### src/rtl/lii_out_packer.sv
// Packs kernel output words into multi-lane LII beats, one word per lane.
// A frame boundary always closes the current beat, zero-padding the unused upper lanes.
module lii_out_packer #(
   parameter int         PW          = 128,
   parameter int         DW          = 24,
   parameter int         LW          = 32,
   parameter int         FRAME_WORDS = 10,
   parameter logic [7:0] SRC_ID      = 8'h00,
   parameter logic [7:0] DST_ID      = 8'h01
) (
   input  logic          aclk,
   input  logic          arst,
   input  logic [DW-1:0] out_stream_tdata,
   input  logic          out_stream_tvalid,
   output logic          out_stream_tready,
   output logic [PW-1:0] lii_out_p0_tdata,
   output logic          lii_out_p0_tvalid,
   input  logic          lii_out_p0_tready,
   output logic [7:0]    lii_out_p0_src,
   output logic [7:0]    lii_out_p0_dst,
   output logic          ce,
   output logic [31:0]   beats_sent
);

   localparam int LANES = PW / LW;
   localparam int LCW   = (LANES > 1) ? $clog2(LANES) : 1;
   localparam int FCW   = (FRAME_WORDS > 1) ? $clog2(FRAME_WORDS) : 1;
   localparam logic [LCW-1:0] LANE_LAST  = LCW'(LANES - 1);
   localparam logic [FCW-1:0] FRAME_LAST = FCW'(FRAME_WORDS - 1);

   logic [PW-1:0]  acc_reg;
   logic [PW-1:0]  out_data_reg;
   logic           out_valid_reg;
   logic [LCW-1:0] lane_cnt_reg;
   logic [FCW-1:0] frame_cnt_reg;
   logic [31:0]    beats_reg;
   logic           run_reg;

   logic [LW-1:0]  word_ext;
   logic [PW-1:0]  merged;
   logic           beat_done;
   logic           ready;
   logic           accept;
   logic           transfer;

   assign word_ext  = LW'(out_stream_tdata);
   assign beat_done = (lane_cnt_reg == LANE_LAST) || (frame_cnt_reg == FRAME_LAST);

   // Stall only when this word would close a beat and the previous beat cannot leave.
   assign ready    = run_reg & ~(beat_done & out_valid_reg & ~lii_out_p0_tready);
   assign accept   = out_stream_tvalid & ready;
   assign transfer = out_valid_reg & lii_out_p0_tready;

   // Lanes below the write pointer keep their data; lanes above it are forced to zero.
   generate
      for (genvar gi = 0; gi < LANES; gi++) begin : g_lane
         assign merged[gi*LW +: LW] = (lane_cnt_reg == LCW'(gi)) ? word_ext :
                                      (lane_cnt_reg >  LCW'(gi)) ? acc_reg[gi*LW +: LW] :
                                                                   '0;
      end
   endgenerate

   always_ff @(posedge aclk or posedge arst) begin
      if (arst) begin
         acc_reg       <= '0;
         out_data_reg  <= '0;
         out_valid_reg <= 1'b0;
         lane_cnt_reg  <= '0;
         frame_cnt_reg <= '0;
         beats_reg     <= '0;
         run_reg       <= 1'b0;
      end else begin
         run_reg <= 1'b1;
         if (transfer) begin
            beats_reg <= beats_reg + 32'd1;
         end
         if (transfer && !(accept && beat_done)) begin
            out_valid_reg <= 1'b0;
         end
         if (accept) begin
            frame_cnt_reg <= (frame_cnt_reg == FRAME_LAST) ? '0 : frame_cnt_reg + FCW'(1);
            if (beat_done) begin
               out_data_reg  <= merged;
               out_valid_reg <= 1'b1;
               acc_reg       <= '0;
               lane_cnt_reg  <= '0;
            end else begin
               acc_reg      <= merged;
               lane_cnt_reg <= lane_cnt_reg + LCW'(1);
            end
         end
      end
   end

   assign out_stream_tready = ready;
   assign ce                = ready;
   assign lii_out_p0_tdata  = out_data_reg;
   assign lii_out_p0_tvalid = out_valid_reg;
   assign lii_out_p0_src    = SRC_ID;
   assign lii_out_p0_dst    = DST_ID;
   assign beats_sent        = beats_reg;

endmodule

### config.mk
export PLATFORM = sky130hd
export DESIGN_NAME = lii_out_packer
export DESIGN_NICKNAME = d
export VERILOG_FILES = /design/src/rtl/lii_out_packer.sv
export SDC_FILE = /design/constraint.sdc
export NUM_CORES = 1
export LEC_CHECK = 0
export BUFFER_PORTS_ARGS = -buffer_cell sky130_fd_sc_hd__buf_2
export CORE_AREA = 2 2 173 175
export CTS_BUF_LIST = sky130_fd_sc_hd__clkbuf_8
export DETAILED_ROUTE_END_ITERATION = 7
export DIE_AREA = 0 0 175 177
export PLACE_DENSITY = 0.68
export SLEW_MARGIN = 20
export SYNTH_ARGS = -nofsm -noshare
export SYNTH_HDL_FRONTEND = slang
export SYNTH_SLANG_ARGS = --single-unit
### constraint.sdc
create_clock -name aclk -period 11.15 [get_ports aclk]
set_input_delay 0 -clock aclk [delete_from_list [all_inputs] [get_ports aclk]]
set_output_delay 0 -clock aclk [all_outputs]
set_load 0.05 [all_outputs]
; Yosys cells after proc, flatten, opt, wreduce, memory -nomap -nowiden
; Cells that the tools add are included.
[word_totals]
ram_bits = 0
mem_bits_ro = 0
mem_count = 0
latch_bits = 0
input_bits = 28
regBits = 296
[op_classes]
div = 0
shift = 0
n_eq_ne = 4
mul = 0
n_reduce_logical = 6
addsub = 3
magnitude_cmp = 4
n_mux = 14
bitwise = 7
[op_table]
columns = op, count
row1 = two-way mux 32 bit, 8
row2 = two-way mux 128 bit, 1
row3 = adder 32 x 1 -> 32 bit (second input constant), 1
row4 = AND 1 bit, 5
row5 = adder 4 x 1 -> 4 bit (second input constant), 1
row6 = equality test 2 bit (second input constant), 2
row7 = equality test 4 bit (second input constant), 1
row8 = > comparator 2 x 1 -> 1 bit (second input constant), 2
row9 = > comparator 2 bit (second input constant), 2
row10 = two-way mux 4 bit, 1
row11 = two-way mux 1 bit, 3
row12 = adder 2 x 1 -> 2 bit (second input constant), 1
row13 = equality test 2 x 1 -> 1 bit (second input constant), 1
row14 = logical AND 1 bit, 2
row15 = zero test 2 bit, 1
row16 = two-way mux 2 bit, 1
row17 = NOT 1 bit, 2
row18 = AND reduction 2 bit, 1
row19 = zero test 1 bit, 1
row20 = logical OR 1 bit, 1

; Logic depth before layout (Yosys ltp)
[logic_depth]
depth_word = 13
mapped_depth = 8
mapped_depth_nobuf = 6

; Worst setup path after synthesis
; OpenSTA, ideal clock, no wires.
[synth_path]
path_kind = reg2out
startpoint = reg out_valid_reg, in the netlist lii_out_p0_tvalid
endpoint = out out_stream_tready
n_path_buf = 1
path_stages_with_launch = 4
required_ns = 11.150
path_slack_ns = 8.666
arrival_time_ns = 2.484
cell_sequence = dfrtp_1 and2b_1 a21boi_0 buf_4
[synth_between]
elab_chain_cells = 4
[synth_rtl]
columns = element, line_no
row1 = "start, declared", 33  ; logic out_valid_reg;
row2 = "start signal, assigned", 67  ; out_valid_reg <= 1'b0;
row3 = "start signal, assigned", 78  ; out_valid_reg <= 1'b0;
row4 = "start signal, assigned", 84  ; out_valid_reg <= 1'b1;
row5 = AND 1 bit (2 in a row), 50  ; assign ready = run_reg & ~(beat_done & out_valid_reg & ~lii_out_p0_tready);
row6 = NOT 1 bit, 50
row7 = AND 1 bit, 50
row8 = "end, declared", 15  ; output logic out_stream_tready,
; Every way passes these cells.

; Worst setup path in the final report
[layout_path]
startpoint = reg lane_cnt_reg[0]
endpoint = reg out_data_reg[4], in the netlist lii_out_p0_tdata[4]
[layout_between]
elab_chain_cells = 8
word_cells_on_any_way = 12
[layout_rtl]
columns = element, line_no
row1 = "start, declared", 34  ; logic [LCW-1:0] lane_cnt_reg;
row2 = "start signal, assigned", 89  ; lane_cnt_reg <= lane_cnt_reg + LCW'(1);
row3 = equality test 2 bit, 47  ; assign beat_done = (lane_cnt_reg == LANE_LAST) || (frame_cnt_reg == FRAME_LAST);
row4 = logical OR 1 bit, 47
row5 = AND 1 bit (2 in a row), 50
row6 = NOT 1 bit, 50
row7 = AND 1 bit, 50
row8 = AND 1 bit, 51  ; assign accept = out_stream_tvalid & ready;
row9 = AND reduction 2 bit (no line), n/a
row10 = "end signal, assigned", 83  ; out_data_reg <= merged;
row11 = "end, declared", 32  ; logic [PW-1:0] out_data_reg;
; Parallel ways exist; a longest one is shown, timed or not.
; A chain may end at the register's enable or synchronous reset.

==> flow_metrics.env <==
export IMPL_critPathMaxStageDelay_ps=640
export IMPL_htree_levels=2
export IMPL_drt_total_wl_mm=26.11
export IMPL_p_leak_nw=6.335
export IMPL_avgSynthCellArea_um2=11.59
export IMPL_post_cts_buffers=0
export IMPL_largest_reg_flops=120
export IMPL_netlist_area_mm2=0.01032
export IMPL_slew_headroom=0.2567
export IMPL_hold_viol=0
export IMPL_setup_tns_ps=0
export IMPL_die_h_um=177
export IMPL_start_util=0.3530
export IMPL_n_antenna_cell=0
export IMPL_grt_use_total=0.1707
export IMPL_first_pass_iters=5
export IMPL_fp_dieW_um=175
export IMPL_yosysSeqAreaShare=0.6205
export IMPL_start_kind="flop"
export IMPL_ir_drop_mv=0.2088
export IMPL_utilization=0.4288
export IMPL_clockRootBuffer="clkbuf_8"
export IMPL_synth_cells=891
export IMPL_synthTopCellsByArea="dfrtp_1 62%, a22o_1 8.1%, nand2_1 5.1%"
export IMPL_rsz0062_at_grt="false"
export IMPL_drv_slew=0
export IMPL_fin_skew_ps=17.70
export IMPL_yosysMostFrequentCell="dfrtp_1"
export IMPL_clk_pin_slew_worst_paths_ps=60
export IMPL_postLayoutCellArea_mm2=0.01254
export IMPL_avgRoutedWirePerCell_um=17.33
export IMPL_grt_ovfl_total=0
export IMPL_drtIter0Drc=436
export IMPL_cts_resized=0
export IMPL_detail_route_vias_per_cell=4.981
export IMPL_hold_class="in -> async"
export IMPL_dieArea_mm2=0.03098
export IMPL_outcome="complete, no violations"
export IMPL_critPathKind="reg -> reg"
export IMPL_fill_cells=2792
export IMPL_path_cells="ha_1 -> a31o_4 -> nand2_4 -> buf_6 -> o21ai_0"
export IMPL_holdBufCountCts=27
export IMPL_drive_above_1_share=0.2355
export IMPL_critPathCaptureType="flop"
export IMPL_syn2layout_area_growth_pct=21.46
export IMPL_synth_main_ff_cell="dfrtp_1"
export IMPL_ys_warn_count=0
export IMPL_r2r_start="lane_cnt_reg[0]$_DFFE_PP0N_"
export IMPL_finalSetupViolCount=0
export IMPL_path_buf_inv=1
export IMPL_synth_cell_types=37
export IMPL_vias=7506
export IMPL_period_share=0.2506
export IMPL_core_mm2=0.02924
export IMPL_tightestPinTransition_ps=1115
export IMPL_dp_hpwl_mm=16.14
export IMPL_ys_top_cells_by_count="256 x dfrtp_1, 140 x nand2_1, 95 x a22o_1, 92 x o21ai_0, 48 x a22oi_1"
export IMPL_max_cap_violations=0
export IMPL_critPathSlowestCell="buf_6"
export IMPL_required_ps=11520
export IMPL_final_antenna_net_count=0
export IMPL_grt_max_degree=124
export IMPL_path_max_fanout=123
export IMPL_post_route_min_period_ps=2794
export IMPL_grt_pass1_vias=7564
export IMPL_gp_congestion=0.7786
export IMPL_max_freq_mhz=357.9
export IMPL_cts_max_path_buffers=3
export IMPL_drcViolationCount=0
export IMPL_ys_ff_latch=256
export IMPL_num_rows=63
export IMPL_critPathArrivalTime_ps=3160
export IMPL_grt_antenna_before_repair=0
export IMPL_ios=207
export IMPL_grt_pass1_wl_mm=42.19
export IMPL_crit_family="buffers and inverters"
export IMPL_synth_edf_count=0
export IMPL_insertion_delay_ps=530
export IMPL_synth_top_area_frac=0.6205
export IMPL_io_buffers=182
export IMPL_synth_top_cell_by_area="dfrtp_1"
export IMPL_cts_tree="yes"
export IMPL_cts_sinks=256
export IMPL_pwr_density_cell_mw_per_mm2=274.5
export IMPL_final_nets=1123
export IMPL_postPlaceCellArea_mm2=0.01142
export IMPL_numCtsBuffers=44
export IMPL_finalPower_mw=3.442
export IMPL_synthArstFlopShare=1.000
export IMPL_critPathLaunch="lane_cnt_reg[0]$_DFFE_PP0N_"
[final cells by class]
type | count | area, um2 | area share
flip-flops and latches | 256 | 6406 | 0.5109
clock inverters | 20 | 106.4 | 0.008481
repair buffers | 219 | 1264 | 0.1008
clock buffers | 53 | 729.5 | 0.05817
inverters | 5 | 26.28 | 0.002095
multi-input cells | 564 | 3520 | 0.2807
well taps | 390 | 488.0 | 0.03891
[report_power, final]
group,internal [mW],switching (mW),leakage [nW]
Sequential,1.18,0.155,3.44
Combinational,0.358,0.936,2.41
Clock,0.449,0.367,0.491
[layout by cell type (no fill, tap or decap), drive strengths merged, types with 2 or more instances in the layout]
cell           n
and3          10
nor3           4
buf          192
o21ai         99
xor2          11
dlygate4sd3   27
clkinv         4
and4           2
nand4          7
nor2b          3
a21boi         2
xnor2         22
a22o          95
nand2        140
nand2b         9
nand3          9
ha             5
conb          25
mux2           2
a22oi         48
and2          25
mux2i         24
dfrtp        256
a31oi          2
nor2          13
inv           20
clkbuf        53
[metrics by stage]
stage | instances | setup WS (ps) | hold slack [ps]
after floorplan | 914 | 4108 | 132.5
after global placement | 1407 | 8201 | 177.7
after detailed placement | 1407 | 8036 | 183.4
after CTS | 1507 | 8068 | 144.4
after global routing | 1507 | 8075 | 204.7
final | 1507 | 8356 | 151.4
[worst min-delay path, delay by kind of cell]
| family | cells | cell delay (ps) |
|---|---|---|
| buffers and inverters | 3 | 1170 |
[kinds of logic (layout without fill, tap and decap cells)]
| family | after synthesis | in the layout | synth area share |
|---|---|---|---|
| AO/OA/AOI/OAI | 251 | 251 | 0.1721 |
| other | 2 | 25 | 0.0007275 |
| multiplexers | 26 | 26 | 0.02545 |
| buffers and inverters | 94 | 297 | 0.04909 |
| AND/OR/NAND/NOR | 224 | 224 | 0.09805 |
| adder cells (fa/ha/maj) | 5 | 5 | 0.006060 |
| flip-flops | 256 | 256 | 0.6205 |
| XOR/XNOR | 33 | 33 | 0.02800 |
[path summary, 6_finish.rpt]
path / end / slack (ps) / cells past startpoint
worst max register to register: lii_out_p0_tdata[4]$_DFFE_PP0P_ / 8360 / 5
min in group aclk: acc_reg[64]$_DFFE_PP0N_ / 360 / 3
worst min-delay path: lii_out_p0_tdata[114]$_DFFE_PP0P_ / 150 / 3
worst min register to register: beats_sent[31]$_DFFE_PP0P_ / 470 / 1
max in group asynchronous: lii_out_p0_tdata[47]$_DFFE_PP0P_ / 9580 / 4
worst max-delay path: lii_out_p0_tdata[4]$_DFFE_PP0P_ / 8360 / 5
[routing by layer]
layer  track usage  vias up  wire, um
met5             0        -         0
met4       0.05069        0       520
met3       0.03565       45      1552
met2        0.2680      238     11930
met1        0.2392     3737     12100
li1              -     3486         -
(Power assumes the default switching activity.)
